File: src/rtl/alu_issue_stage.sv
// Registered issue stage feeding the 32-bit ALU: 2-entry skid FIFO that
// decodes the encoded selector to a one-hot op at push time.
// Ports: clk/rst; in_valid/in_ready/in_a/in_b/in_sel push side; flush;
// out_valid/out_ready/a_out/b_out/op_out ALU side; err illegal-sel flag.
// Optional build macro: OP_CHECK_EN (drop illegal selectors, set sticky err).
module alu_issue_stage #(
    parameter int DATA_W = 32,
    parameter int SEL_W  = 4,
    parameter int OP_W   = 12
) (
    input  logic              clk,
    input  logic              rst,
    input  logic              in_valid,
    output logic              in_ready,
    input  logic [DATA_W-1:0] in_a,
    input  logic [DATA_W-1:0] in_b,
    input  logic [SEL_W-1:0]  in_sel,
    input  logic              flush,
    output logic              out_valid,
    input  logic              out_ready,
    output logic [DATA_W-1:0] a_out,
    output logic [DATA_W-1:0] b_out,
    output logic [OP_W-1:0]   op_out,
    output logic              err
);

    typedef struct packed {
        logic [DATA_W-1:0] a;
        logic [DATA_W-1:0] b;
        logic [OP_W-1:0]   op;
    } pkt_t;

    pkt_t       head_q, head_d;
    pkt_t       tail_q, tail_d;
    pkt_t       new_pkt;
    logic [1:0] count_q, count_d;
    logic       in_ready_q, in_ready_d;
    logic       push, pop, store;

    // Selectors outside 0..OP_W-1 decode to all zeros.
    function automatic logic [OP_W-1:0] decode(input logic [SEL_W-1:0] sel);
        logic [OP_W-1:0] op;
        op = '0;
        for (int k = 0; k < OP_W; k++) begin
            if (sel == SEL_W'(k)) op[k] = 1'b1;
        end
        return op;
    endfunction

    assign push      = in_valid & in_ready_q;
    assign pop       = out_valid & out_ready;
    assign new_pkt   = '{a: in_a, b: in_b, op: decode(in_sel)};
    assign out_valid = (count_q != 2'd0);
    assign in_ready  = in_ready_q;
    assign a_out     = head_q.a;
    assign b_out     = head_q.b;
    assign op_out    = head_q.op;

`ifdef OP_CHECK_EN
    logic legal;
    logic err_q, err_d;

    assign legal = (in_sel < SEL_W'(OP_W));
    // Illegal packets still complete the handshake but are never stored.
    assign store = push & legal;
    assign err_d = err_q | (push & ~legal & ~flush);
    assign err   = err_q;

    always_ff @(posedge clk) begin
        if (rst) err_q <= 1'b0;
        else     err_q <= err_d;
    end
`else
    assign store = push;
    assign err   = 1'b0;
`endif

    always_comb begin
        head_d  = head_q;
        tail_d  = tail_q;
        count_d = count_q;
        if (flush) begin
            count_d = 2'd0;
        end else begin
            unique case (1'b1)
                pop && store: begin
                    // Head retires; new packet lands behind whatever remains.
                    if (count_q == 2'd2) begin
                        head_d = tail_q;
                        tail_d = new_pkt;
                    end else begin
                        head_d = new_pkt;
                    end
                end
                pop && !store: begin
                    head_d  = tail_q;
                    count_d = count_q - 2'd1;
                end
                !pop && store: begin
                    if (count_q == 2'd0) head_d = new_pkt;
                    else                 tail_d = new_pkt;
                    count_d = count_q + 2'd1;
                end
                default: ;
            endcase
        end
        in_ready_d = (count_d != 2'd2);
    end

    always_ff @(posedge clk) begin
        if (rst) begin
            head_q     <= '0;
            tail_q     <= '0;
            count_q    <= 2'd0;
            in_ready_q <= 1'b1;
        end else begin
            head_q     <= head_d;
            tail_q     <= tail_d;
            count_q    <= count_d;
            in_ready_q <= in_ready_d;
        end
    end

endmodule

File: config.mk
export PLATFORM = sky130hd
export DESIGN_NAME = alu_issue_stage
export DESIGN_NICKNAME = d
export VERILOG_FILES = /design/src/rtl/alu_issue_stage.sv
export SDC_FILE = /design/constraint.sdc
export NUM_CORES = 1
export LEC_CHECK = 0
export CAP_MARGIN = 15
export CORE_MARGIN = 1
export CORE_UTILIZATION = 34
export CTS_BUF_LIST = sky130_fd_sc_hd__clkbuf_4 sky130_fd_sc_hd__clkbuf_8
export DETAILED_ROUTE_END_ITERATION = 10
export GPL_TIMING_DRIVEN = 0
export MAX_ROUTING_LAYER = met4
export PLACE_DENSITY = 0.64
export RECOVER_POWER = 25
export SLEW_MARGIN = 10
export SYNTH_ARGS = -nofsm -noshare
export SYNTH_HDL_FRONTEND = slang
export SYNTH_SLANG_ARGS = --single-unit
File: constraint.sdc
create_clock -name clk -period 2.3 [get_ports clk]
set_clock_uncertainty 0.05 [all_clocks]
set_input_delay 0.69 -clock clk [delete_from_list [all_inputs] [get_ports clk]]
set_output_delay 0.69 -clock clk [all_outputs]
set_load 0.03 [all_outputs]
==> summary.txt <==
Run status
  – Status: finished, final reports clean

Yosys
  – Gate Count Post-Synth: 681
  – Yosys warning count: 0
  – Post-synthesis sequential area ratio: 50.3%
  – Synthesis-stage register bit count: 155
  – Mean Syn Cell Area: 9.06 um^2
  – Count of cell types in the netlist: 36
  – Synthesized Nets: 758
  – EDFF count, synth: 0
  – Yosys top cell area share: 50.3%
  – Post-Syn Area: 0.00617 mm^2
  – Synth area leader: dfxtp_1
  – Main synth FF type: dfxtp_1
  – Dominant cells by area after synthesis: dfxtp_1 50%, nand2_1 9.6%, o2bb2ai_1 9.1%
  – Post-synth ARST share: 0%

Route
  – Via density: 5.21
  – Total wire length: 18,200 um
  – Detailed Routing Iterations Pass 1: 5
  – DRT iter0 DRCs: 321
  – DR WL/cell: 16.6 um
  – DRC: 0
  – Number of routed nets with antenna violations: 0
  – Vias post-DR: 5,700

Clocking
  – Clk sink count: 155
  – Clk Latency, worst-skew pair: 440 ps
  – Worst-path clk slew: 90 ps
  – Total CTS buffers: 17
  – Hold Buf Count CTS: 0
  – H-tree depth: 4
  – Clk buf depth: 2
  – Root buf cell: clkbuf_8
  – CTS tree: built

Power
  – Register share of total power: 45.5%
  – IR drop worst, VDD: 340 uV
  – Sw power: 0.00181 W
  – Int Power: 0.00452 W
  – Clock power frac: 32.6%
  – Power per cell area: 709 mW/mm^2
  – LEAKAGE: 3.07 nW
  – Combinational share of power: 21.9%
  – Sw frac: 28.5%

Cells and area
  – Seq. cell area: 0.00311 mm^2
  – Non-Filler Instances: 1,095
  – Area Growth Syn to Fin: 44.7%
  – Final Util: 50.9%
  – Layout cells sized above 1: 15.3%
  – Filler Cells Inserted: 1,718
  – Multi-input logic area: 0.00292 mm^2
  – Final net count: 935

Floorplanning
  – Core Box Area: 0.0175 mm^2
  – Die ar.: 0.0187 mm^2
  – I/O pin cnt: 152
  – DIE WIDTH: 137 um
  – Initial Util: 35.2%
  – # rows: 48
  – Die height: 137 um

Critical path
  – Bufs and invs on worst path: 2
  – Reg-to-Reg End: a_out[14]
  – Reg2Reg Depth: 8
  – Maximum fanout along the worst path: 10
  – Endpoint class of the critical path: flip-flop
  – Worst setup path class: reg -> reg
  – Worst path arrival time: 2540 ps
  – CP max stage cell: mux2_4
  – CP Depth: 8
  – Reg-to-reg critical path startpoint: count_q[0]
  – Max incr delay on CP: 400 ps
  – CP delay by family, top: simple AND/OR/NAND/NOR gates
  – CP startpoint kind: flip-flop
  – Reg2Reg Setup Slack: 40 ps
  – CP Data Required Time: 2580 ps
  – Critical path cell sequence: or2_1 -> buf_6 -> and2_4 -> ha_4 -> mux2_4 -> buf_8 -> a22oi_2 -> o2bb2ai_1

Worst hold path
  – Hold wc startpoint: tail_q[49]
  – Hold Path Cell Cnt: 2
  – Hold endpoint: tail_q[49]
  – Worst hold path type: reg -> reg

Global routing
  – GRT overflow: 0
  – Number of global-route vias before repair: 5,230
  – Initial antenna violation count: 1
  – First-pass GRT wire length: 27,500 um
  – Largest net degree at the start of global routing: 17
  – Total GRT Usage: 19.8%

Timing
  – Slew @ Worst Pin: 685 ps
  – Worst setup margin: 42.6 ps
  – RSZ-0062 raised after global routing: true
  – Slew Limit Fails: 0
  – Final setup TNS: 0 ps
  – Minimum clock period: 2260 ps
  – Final Hold Fails: 0
  – Final period util: 98.1%
  – Slew HR: 54.3%
  – Final setup fails: 0
  – Fmax: 443 MHz

Placement
  – Number of buffers added on ports: 147
  – HPWL after DPL: 12,300 um
  – Placed Instances: 1,053
  – Pre-CTS setup slack: -839 ps
  – GPL Wtd Cong: 0.880

Run
  – Max-cap viol count: 0
==> registers in the layout (all words and copies together), names as in the netlist <==
signal    count
tail_q       76
a_out        32
b_out        32
op_out       12
count_q       2
in_ready      1
==> timing repair <==
item	4_1_cts	5_1_grt
pin swaps	1	11
cloned	0	4
setup endpoints to repair	155	148
gates resized for setup	64	86
setup buffers	2	6
==> worst max path at each step <==
| stage | slack [ps] | end | from |
|---|---|---|---|
| floorplan | 20 | op_out[10] | count_q[0] |
| global placement | -810 | tail_q[69] | out_ready |
| detailed placement | -840 | tail_q[55] | out_ready |
| CTS | 2 | b_out[6] | count_q[0] |
| global route | -30 | b_out[0] | count_q[0] |
| finish | 40 | a_out[14] | count_q[0] |
==> tightest hold or removal path: cells and delay by family (launching register included) <==
| family | cells | cell delay, ps |
|---|---|---|
| flip-flops | 1 | 310 |
| AND/OR/NAND/NOR | 1 | 50 |
| AO/OA/AOI/OAI | 1 | 50 |
==> layout by cell type, fill, tap and decap left out, types with 5 or more instances in the layout <==
cell type          n
a22oi_2           25
nand2b_1           5
dfxtp_1          154
clkbuf_1          16
o2bb2ai_1         63
o311ai_0           9
clkbuf_8          24
buf_8              9
nand2_1          157
clkdlybuf4s50_1  143
nand3_1           10
clkbuf_2           5
buf_6             17
nor2b_1            5
o21ai_0           10
a22oi_1           39
a21oi_1           85
a32o_1            12
buf_4             19
==> routing by layer <==
metal  global-route usage, %  vias to the layer above  wire length, um
met5                       -                        -                0
met4                    7.65                        0              318
met3                    4.11                       28             1070
met2                    28.2                      188             8150
met1                    27.2                     2655             8690
li1                        -                     2829                -
==> synthesized netlist by cell type, types with 8 or more instances <==
cell type / n
dfxtp_1: 155
o2bb2ai_1: 64
a21oi_1: 86
nand2_1: 158
buf_6: 8
a32o_1: 12
buf_2: 20
nand3_1: 10
a22oi_1: 64
o311ai_0: 9
o21ai_0: 10
clkbuf_1: 33
==> through the flow <==
stage | hold WS [ps] | power (W) | area, um^2
4_1_cts | 409 | 0.00626 | 8530
3_5_place_dp | 396 | 0.00412 | 7930
5_1_grt | 421 | 0.00661 | 8930
2_1_floorplan | 387 | 0.00362 | 6180
6_report | 407 | 0.00633 | 8930
3_3_place_gp | 392 | 0.00412 | 7930
==> cell type report <==
class	instances	share of cell area (%)
antenna	1	0.0280
clock inverter	7	1.01
clock buffer	23	3.40
inverter	2	0.0840
sequential	155	34.8
tap	225	3.15
buffer	65	6.81
multi-input combinational	459	32.7
timing repair buffer	158	18.0
==> power by group through the flow <==
stage	sequential [W]	clock, W	combinational (W)
floorplan	0.00310	0	0.000516
global placement	0.00294	0	0.00118
detailed placement	0.00294	0	0.00118
CTS	0.00288	0.00212	0.00126
global route	0.00290	0.00223	0.00149
finish	0.00288	0.00207	0.00138
==> cell families after synthesis <==
kind of cell	count (synthesis)	synth area share, %
AOI/OAI and AO/OA	256	29.7
and+or+nand+nor	194	13.0
DFF	155	50.3
buffers and inverters	68	5.76
adders and majority gates	4	0.811
xor gates and xnor gates	2	0.284
other	1	0.0608
muxes	1	0.182
(Power assumes the default switching activity.)
